<file path="src/rtl/stage_wb_if.sv">
// Writeback-stage bus between the MEM stage / data memory (master) and stage_wb (slave).
// Carries the captured instruction fields, the memory read return and the decode-stage write port.
interface stage_wb_if;
   logic        Valid_in_WB;
   logic        RegWrite_in_WB;
   logic        MemtoReg_in_WB;
   logic [1:0]  size_in_WB;
   logic [31:0] ALUResult_in_WB;
   logic [4:0]  WriteRegister_in_WB;
   logic [31:0] ReadData_in_WB;
   logic        MemReady_in;
   logic        RegWrite_out;
   logic [4:0]  WriteRegister_out;
   logic [31:0] WriteData_out;
   logic        Stall_out;
   logic [31:0] RetireCount_out;

   modport master (
      output Valid_in_WB, RegWrite_in_WB, MemtoReg_in_WB, size_in_WB,
             ALUResult_in_WB, WriteRegister_in_WB, ReadData_in_WB, MemReady_in,
      input  RegWrite_out, WriteRegister_out, WriteData_out, Stall_out, RetireCount_out
   );

   modport slave (
      input  Valid_in_WB, RegWrite_in_WB, MemtoReg_in_WB, size_in_WB,
             ALUResult_in_WB, WriteRegister_in_WB, ReadData_in_WB, MemReady_in,
      output RegWrite_out, WriteRegister_out, WriteData_out, Stall_out, RetireCount_out
   );
endinterface

</file>
<file path="src/rtl/stage_wb.sv">
// Writeback stage: captures MEM results, waits for load data, aligns/sign-extends and writes the register file.
// Optional retire counter enabled by defining STAGE_WB_RETIRE_COUNT_EN.
module stage_wb (
   input logic       Clk_in,
   input logic       Reset,
   stage_wb_if.slave wb
);

   typedef enum logic [1:0] {
      IDLE     = 2'd0,
      WAIT_MEM = 2'd1,
      WRITE    = 2'd2
   } state_t;

   state_t      state_r;
   logic        reg_write_r;
   logic        mem_to_reg_r;
   logic [1:0]  size_r;
   logic [31:0] alu_result_r;
   logic [4:0]  write_register_r;
   logic [31:0] load_data_r;
   logic [31:0] aligned_load_s;

   // Big-endian lane selection: the lowest address holds the most significant bits.
   function automatic logic [31:0] align_load(input logic [31:0] word,
                                              input logic [1:0]  size,
                                              input logic [1:0]  addr);
      logic [31:0] result;
      result = word;
      case (size)
         2'b01: begin
            if (addr[1] == 1'b0) result = {{16{word[31]}}, word[31:16]};
            else                 result = {{16{word[15]}}, word[15:0]};
         end
         2'b10: begin
            case (addr)
               2'b00:   result = {{24{word[31]}}, word[31:24]};
               2'b01:   result = {{24{word[23]}}, word[23:16]};
               2'b10:   result = {{24{word[15]}}, word[15:8]};
               2'b11:   result = {{24{word[7]}},  word[7:0]};
               default: result = word;
            endcase
         end
         default: result = word;
      endcase
      return result;
   endfunction

   // Stage FSM together with the stage register and load buffer.
   always_ff @(posedge Clk_in) begin
      if (Reset) begin
         state_r          <= IDLE;
         reg_write_r      <= 1'b0;
         mem_to_reg_r     <= 1'b0;
         size_r           <= 2'b00;
         alu_result_r     <= 32'd0;
         write_register_r <= 5'd0;
         load_data_r      <= 32'd0;
      end else begin
         case (state_r)
            IDLE, WRITE: begin
               if (wb.Valid_in_WB) begin
                  reg_write_r      <= wb.RegWrite_in_WB;
                  mem_to_reg_r     <= wb.MemtoReg_in_WB;
                  size_r           <= wb.size_in_WB;
                  alu_result_r     <= wb.ALUResult_in_WB;
                  write_register_r <= wb.WriteRegister_in_WB;
                  state_r          <= wb.MemtoReg_in_WB ? WAIT_MEM : WRITE;
               end else begin
                  state_r <= IDLE;
               end
            end
            WAIT_MEM: begin
               if (wb.MemReady_in) begin
                  load_data_r <= wb.ReadData_in_WB;
                  state_r     <= WRITE;
               end else begin
                  state_r <= WAIT_MEM;
               end
            end
            default: state_r <= IDLE;
         endcase
      end
   end

   assign aligned_load_s       = align_load(load_data_r, size_r, alu_result_r[1:0]);
   assign wb.Stall_out         = (state_r == WAIT_MEM);
   assign wb.RegWrite_out      = (state_r == WRITE) && reg_write_r && (write_register_r != 5'd0);
   assign wb.WriteRegister_out = write_register_r;
   assign wb.WriteData_out     = mem_to_reg_r ? aligned_load_s : alu_result_r;

`ifdef STAGE_WB_RETIRE_COUNT_EN
   logic [31:0] retire_count_r;

   // Every cycle spent in WRITE retires exactly one instruction, including writes to r0.
   always_ff @(posedge Clk_in) begin
      if (Reset) begin
         retire_count_r <= 32'd0;
      end else if (state_r == WRITE) begin
         retire_count_r <= retire_count_r + 32'd1;
      end else begin
         retire_count_r <= retire_count_r;
      end
   end

   assign wb.RetireCount_out = retire_count_r;
`else
   assign wb.RetireCount_out = 32'd0;
`endif

endmodule

</file>
<file path="src/flat_wrapper.sv">
// flat-port wrapper written by rule: the top's interface ports become plain ports
module stage_wb_flat 
  (Clk_in, Reset, wb_Valid_in_WB, wb_RegWrite_in_WB, wb_MemtoReg_in_WB, wb_size_in_WB, wb_ALUResult_in_WB, wb_WriteRegister_in_WB, wb_ReadData_in_WB, wb_MemReady_in, wb_RegWrite_out, wb_WriteRegister_out, wb_WriteData_out, wb_Stall_out, wb_RetireCount_out);
  stage_wb_if wb_i ();
  input logic Clk_in;
  input logic Reset;
  input wire logic [$bits(wb_i.Valid_in_WB)-1:0] wb_Valid_in_WB;
  input wire logic [$bits(wb_i.RegWrite_in_WB)-1:0] wb_RegWrite_in_WB;
  input wire logic [$bits(wb_i.MemtoReg_in_WB)-1:0] wb_MemtoReg_in_WB;
  input wire logic [$bits(wb_i.size_in_WB)-1:0] wb_size_in_WB;
  input wire logic [$bits(wb_i.ALUResult_in_WB)-1:0] wb_ALUResult_in_WB;
  input wire logic [$bits(wb_i.WriteRegister_in_WB)-1:0] wb_WriteRegister_in_WB;
  input wire logic [$bits(wb_i.ReadData_in_WB)-1:0] wb_ReadData_in_WB;
  input wire logic [$bits(wb_i.MemReady_in)-1:0] wb_MemReady_in;
  output wire logic [$bits(wb_i.RegWrite_out)-1:0] wb_RegWrite_out;
  output wire logic [$bits(wb_i.WriteRegister_out)-1:0] wb_WriteRegister_out;
  output wire logic [$bits(wb_i.WriteData_out)-1:0] wb_WriteData_out;
  output wire logic [$bits(wb_i.Stall_out)-1:0] wb_Stall_out;
  output wire logic [$bits(wb_i.RetireCount_out)-1:0] wb_RetireCount_out;
  assign wb_i.Valid_in_WB = wb_Valid_in_WB;
  assign wb_i.RegWrite_in_WB = wb_RegWrite_in_WB;
  assign wb_i.MemtoReg_in_WB = wb_MemtoReg_in_WB;
  assign wb_i.size_in_WB = wb_size_in_WB;
  assign wb_i.ALUResult_in_WB = wb_ALUResult_in_WB;
  assign wb_i.WriteRegister_in_WB = wb_WriteRegister_in_WB;
  assign wb_i.ReadData_in_WB = wb_ReadData_in_WB;
  assign wb_i.MemReady_in = wb_MemReady_in;
  assign wb_RegWrite_out = wb_i.RegWrite_out;
  assign wb_WriteRegister_out = wb_i.WriteRegister_out;
  assign wb_WriteData_out = wb_i.WriteData_out;
  assign wb_Stall_out = wb_i.Stall_out;
  assign wb_RetireCount_out = wb_i.RetireCount_out;
  stage_wb u_core (.Clk_in(Clk_in), .Reset(Reset), .wb(wb_i));
endmodule
</file>
<file path="config.mk">
export PLATFORM = sky130hd
export DESIGN_NAME = stage_wb_flat
export DESIGN_NICKNAME = d
export VERILOG_FILES = /design/src/rtl/stage_wb_if.sv /design/src/rtl/stage_wb.sv /design/src/flat_wrapper.sv
export SDC_FILE = /design/constraint.sdc
export NUM_CORES = 1
export LEC_CHECK = 0
export CAP_MARGIN = 25
export CORE_ASPECT_RATIO = 2
export CORE_MARGIN = 4
export CORE_UTILIZATION = 42
export CTS_BUF_LIST = sky130_fd_sc_hd__clkbuf_4
export CTS_CLUSTER_SIZE = 16
export DETAILED_ROUTE_END_ITERATION = 6
export MAX_ROUTING_LAYER = met4
export PLACE_DENSITY = 0.89
export SYNTH_ARGS = -nofsm -noshare
export SYNTH_HDL_FRONTEND = slang
export SYNTH_SLANG_ARGS = --single-unit
</file>
<file path="constraint.sdc">
create_clock -name Clk_in -period 1.6 [get_ports Clk_in]
set_input_delay 0.32 -clock Clk_in [delete_from_list [all_inputs] [get_ports Clk_in]]
set_output_delay 0.32 -clock Clk_in [all_outputs]
set_load 0.005 [all_outputs]
</file>
==> results.md <==
| Quantity | Reported | Unit |
|:---|:---|:---|
| CTS clock-pin slew for the worst setup and hold paths | 0.11 | ns |
| Synth Area per Inst | 7.448 | µm² |
| Share of cells above drive strength 1 | 25.37 | % |
| DPL Wire Length | 9.527 | mm |
| Number of vias in the routed layout | 4303 | - |
| Number of max-cap violations | 0 | - |
| Kind of capture point of the worst setup path | output port | - |
| Largest net degree at the start of global routing | 76 | - |
| Post-route DRC | 0 | - |
| Register area share after synthesis | 37.89 | % |
| Period Utilization, post-route | 140.4 | % |
| Setup-violating endpoint count in the final report | 32 | - |
| Top achievable clock speed | 445.3 | MHz |
| Worst VDD drop | 0.5619 | mV |
| Failing checks | setup timing | - |
| Power density over the cells | 718.1 | nW/µm² |
| Total area of sequential cells | 1526 | µm² |
| Worst Setup Path Type | register to output port | - |
| Logic gate share of total power | 29.1 | % |
| Via count of the first global-routing pass | 4259 | - |
| Routed WL per cell | 17.89 | µm |
| Number of top-level pins | 148 | - |
| Data arrival time of the critical path | 1.93 | ns |
| RePlAce Congestion | 0.8710 | - |
| Final hold violation count | 0 | - |
| Net switching component of the power | 1287 | µW |
| Critical Path Stages | 6 | - |
| Worst setup margin | -0.6457 | ns |
| Internal portion of total power | 2911 | µW |
| # rows | 49 | - |
| Synth warnings | 0 | - |
| Net switching share of the total power | 30.66 | % |
| Gate Count Post-Synth | 532 | - |
| Final Non-Filler Cells | 785 | - |
| Number of antenna violations at the first check in global routing | 1 | - |
| DRT Pass-1 Iters | 5 | - |
| Clock Skew | 0.009964 | ns |
| Total routed wirelength | 14.05 | mm |
| Full die area | 11150 | µm² |
| Count of cells along the worst hold path | 3 | - |
| Highest-delay cell along the critical path | sky130_fd_sc_hd__dfxtp_4 | - |
| Sequential share of power | 48.2 | % |
| Maximum buffer depth of the clock tree | 2 | - |
| P&R area growth vs syn | 47.52 | % |
| Hold Worst Slack | 0.3469 | ns |
| Yosys reg bits | 75 | - |
| Clock share of power | 22.7 | % |
| Global-route usage over all layers | 24.53 | % |
| Worst path top cell family by delay | flip-flops | - |
| Final worst path period need | 2.246 | ns |
| Crit path launch type | register | - |
| Via-to-Cell Ratio | 5.482 | - |
| Run status | finished with violations | - |
| Max Fanout on Critical Path | 6 | - |
| Total overflow reported by the global router | 0 | - |
| Number of DRC markers in iteration 0 | 383 | - |
| Total CTS buffers | 9 | - |
| Worst Reg2Reg Path Length in Cells | 5 | - |
| Port-buffer cells | 115 | - |
| Initial Util | 43.38 | % |
| Class of the tightest hold or removal check | primary input to register | - |
| Overall die width | 76.68 | µm |
| Hold buffers post-CTS | 0 | - |
| Filler instances | 730 | - |
| Critical path buffer and inverter count | 2 | - |
| Core Util, Final | 63.99 | % |
| Total number of nets in the final design | 757 | - |
| Leakage power of the design | 0.002355 | µW |
| Total area of multi-input combinational cells | 2364 | µm² |
| Die Ht | 145.4 | µm |
| Pwr Total | 4198 | µW |
| Remaining antenna violation count | 0 | - |
| Core box area | 9135 | µm² |
| Root buffer cell | sky130_fd_sc_hd__clkbuf_4 | - |
| Crit-path cells | ha_4 -> nor2_4 -> buf_6 -> mux2i_2 -> o221ai_1 -> buf_2 | - |
| Required time worst endpoint | 1.28 | ns |
| Clock tree from TritonCTS | built | - |
| Setup repair after global routing missed its margin | yes | - |
| Sink count of the clock tree | 75 | - |
| Global-route wire length before repair | 20.96 | mm |
| Max-slew violation count | 0 | - |
| Critical path's largest stage delay | 0.37 | ns |
| Distinct cell type count of the synthesized netlist | 38 | - |
| Setup TNS after final layout | -18.49 | ns |
| Mapped Area | 3963 | µm² |
| Skew-Pair Late Insertion Delay | 0.44 | ns |
| H-tree depth reported by CTS | 3 | - |
| Placed Cells incl. Taps | 747 | - |
cell usage after synthesis (all sizes together):
library cell  number  area (µm²)
nand2            147       551.8
a21oi             98       501.7
dfxtp             75        1501
buf               53       359.1
clkbuf            20       75.07
o21ai             20       103.9
a31oi             19       118.9
nand3b            18       135.1
nand2b            15       93.84
nor2b             12       75.07
mux2               9       108.9
inv                8       30.03
mux2i              5       50.05
nand3              5       25.02
o221ai             5       43.79
nor2               4       22.52
a211oi             2       15.01
a22oi              2       15.01
and3b              2       17.52
ha                 2       25.02
o21a               2       15.01
a21o               1       7.510
a221oi             1       26.28
a32oi              1       8.760
and2               1       6.260
conb               1       3.750
nand4              1       6.260
nor3               1       5.000
nor3b              1       7.510
o211ai             1       7.510
worst paths after layout:
kind / from / to / slack, ns
max: u_core.size_r[1] / wb_WriteData_out[2] / -0.65
min: Reset / u_core.state_r[1] / 0.35
max reg2reg: u_core.state_r[0] / u_core.load_data_r[17] / 0.38
min reg2reg: u_core.alu_result_r[25] / u_core.alu_result_r[25] / 0.46
cells in the final DEF, fill, tap and decap left out, drive strengths merged, types with 2 or more instances in the layout:
master	n
dfxtp	75
inv	8
o21a	2
nand3	5
o221ai	5
a31oi	19
mux2	9
a211oi	2
buf	93
o21ai	20
mux2i	5
nand2	147
nand3b	18
clkdlybuf4s50	75
nor2	4
nand2b	15
a21oi	98
dlygate4sd2	6
clkinv	5
clkbuf	12
ha	2
nor2b	12
conb	32
and3b	2
a22oi	2
layer usage:
layer  vias up  global-route usage (%)  share of wire (%)
met4         0                   17.33                5.1
met3        52                   3.160                5.5
li1       2031                       -                  -
met5         -                       -                  0
met1      2000                   23.64                 34
met2       220                   44.06                 55
repair_timing:
item	in CTS	in global routing
resized for setup	200	39
gates cloned	2	2
endpoints found under the setup margin	39	34
pin swaps	14	15
setup buffers	19	3
final cells by class:
type	count	share of cell area, %
multi-input combinational	407	40.43
timing repair buffer	177	29.07
sequential	75	26.11
tap	102	2.183
clock buffer	10	1.284
inverter	8	0.5137
clock inverter	5	0.3639
antenna	1	0.04281
flip-flops by register name (all words and copies together), names as in the netlist:
name,cells
u_core.reg_write_r,1
u_core.state_r,2
u_core.alu_result_r,32
u_core.mem_to_reg_r,1
u_core.wb.WriteRegister_out,5
u_core.size_r,2
u_core.load_data_r,32
per-stage QoR:
| step | instance area, µm² | setup slack, ns |
|---|---|---|
| after detailed placement | 5334 | -0.7634 |
| after CTS | 5679 | -0.6793 |
| after global placement | 5334 | -0.6443 |
| after global routing | 5846 | -0.7441 |
| final | 5846 | -0.6457 |
| after floorplan | 4114 | 0.006320 |
power by group through the flow:
| stage | Combinational (µW) | Clock, µW | Sequential (µW) |
|---|---|---|---|
| after global placement | 1020 | 0 | 2050 |
| after floorplan | 542 | 0 | 2030 |
| after CTS | 1130 | 968 | 2020 |
| after detailed placement | 1040 | 0 | 2060 |
| final | 1220 | 955 | 2020 |
| after global routing | 1310 | 1030 | 2030 |
worst register-to-register path, stage by stage, from the launching register on:
cell and delay [ns]:
sky130_fd_sc_hd__dfxtp_4 0.38, sky130_fd_sc_hd__buf_4 0.14, sky130_fd_sc_hd__nand3b_1 0.13, sky130_fd_sc_hd__buf_12 0.22, sky130_fd_sc_hd__nand2_1 0.14, sky130_fd_sc_hd__a21oi_1 0.17
logic make-up after synthesis:
kind of cell	Yosys count	share of synthesized area [%]
other	1	0.09464
buffers and inverters	81	11.71
and+or+nand+nor	207	23.87
AOI/OAI and AO/OA	152	21.79
adders and majority gates	2	0.6314
DFF	75	37.89
muxes	14	4.010
No activity file was read; power rests on OpenSTA's default activity.
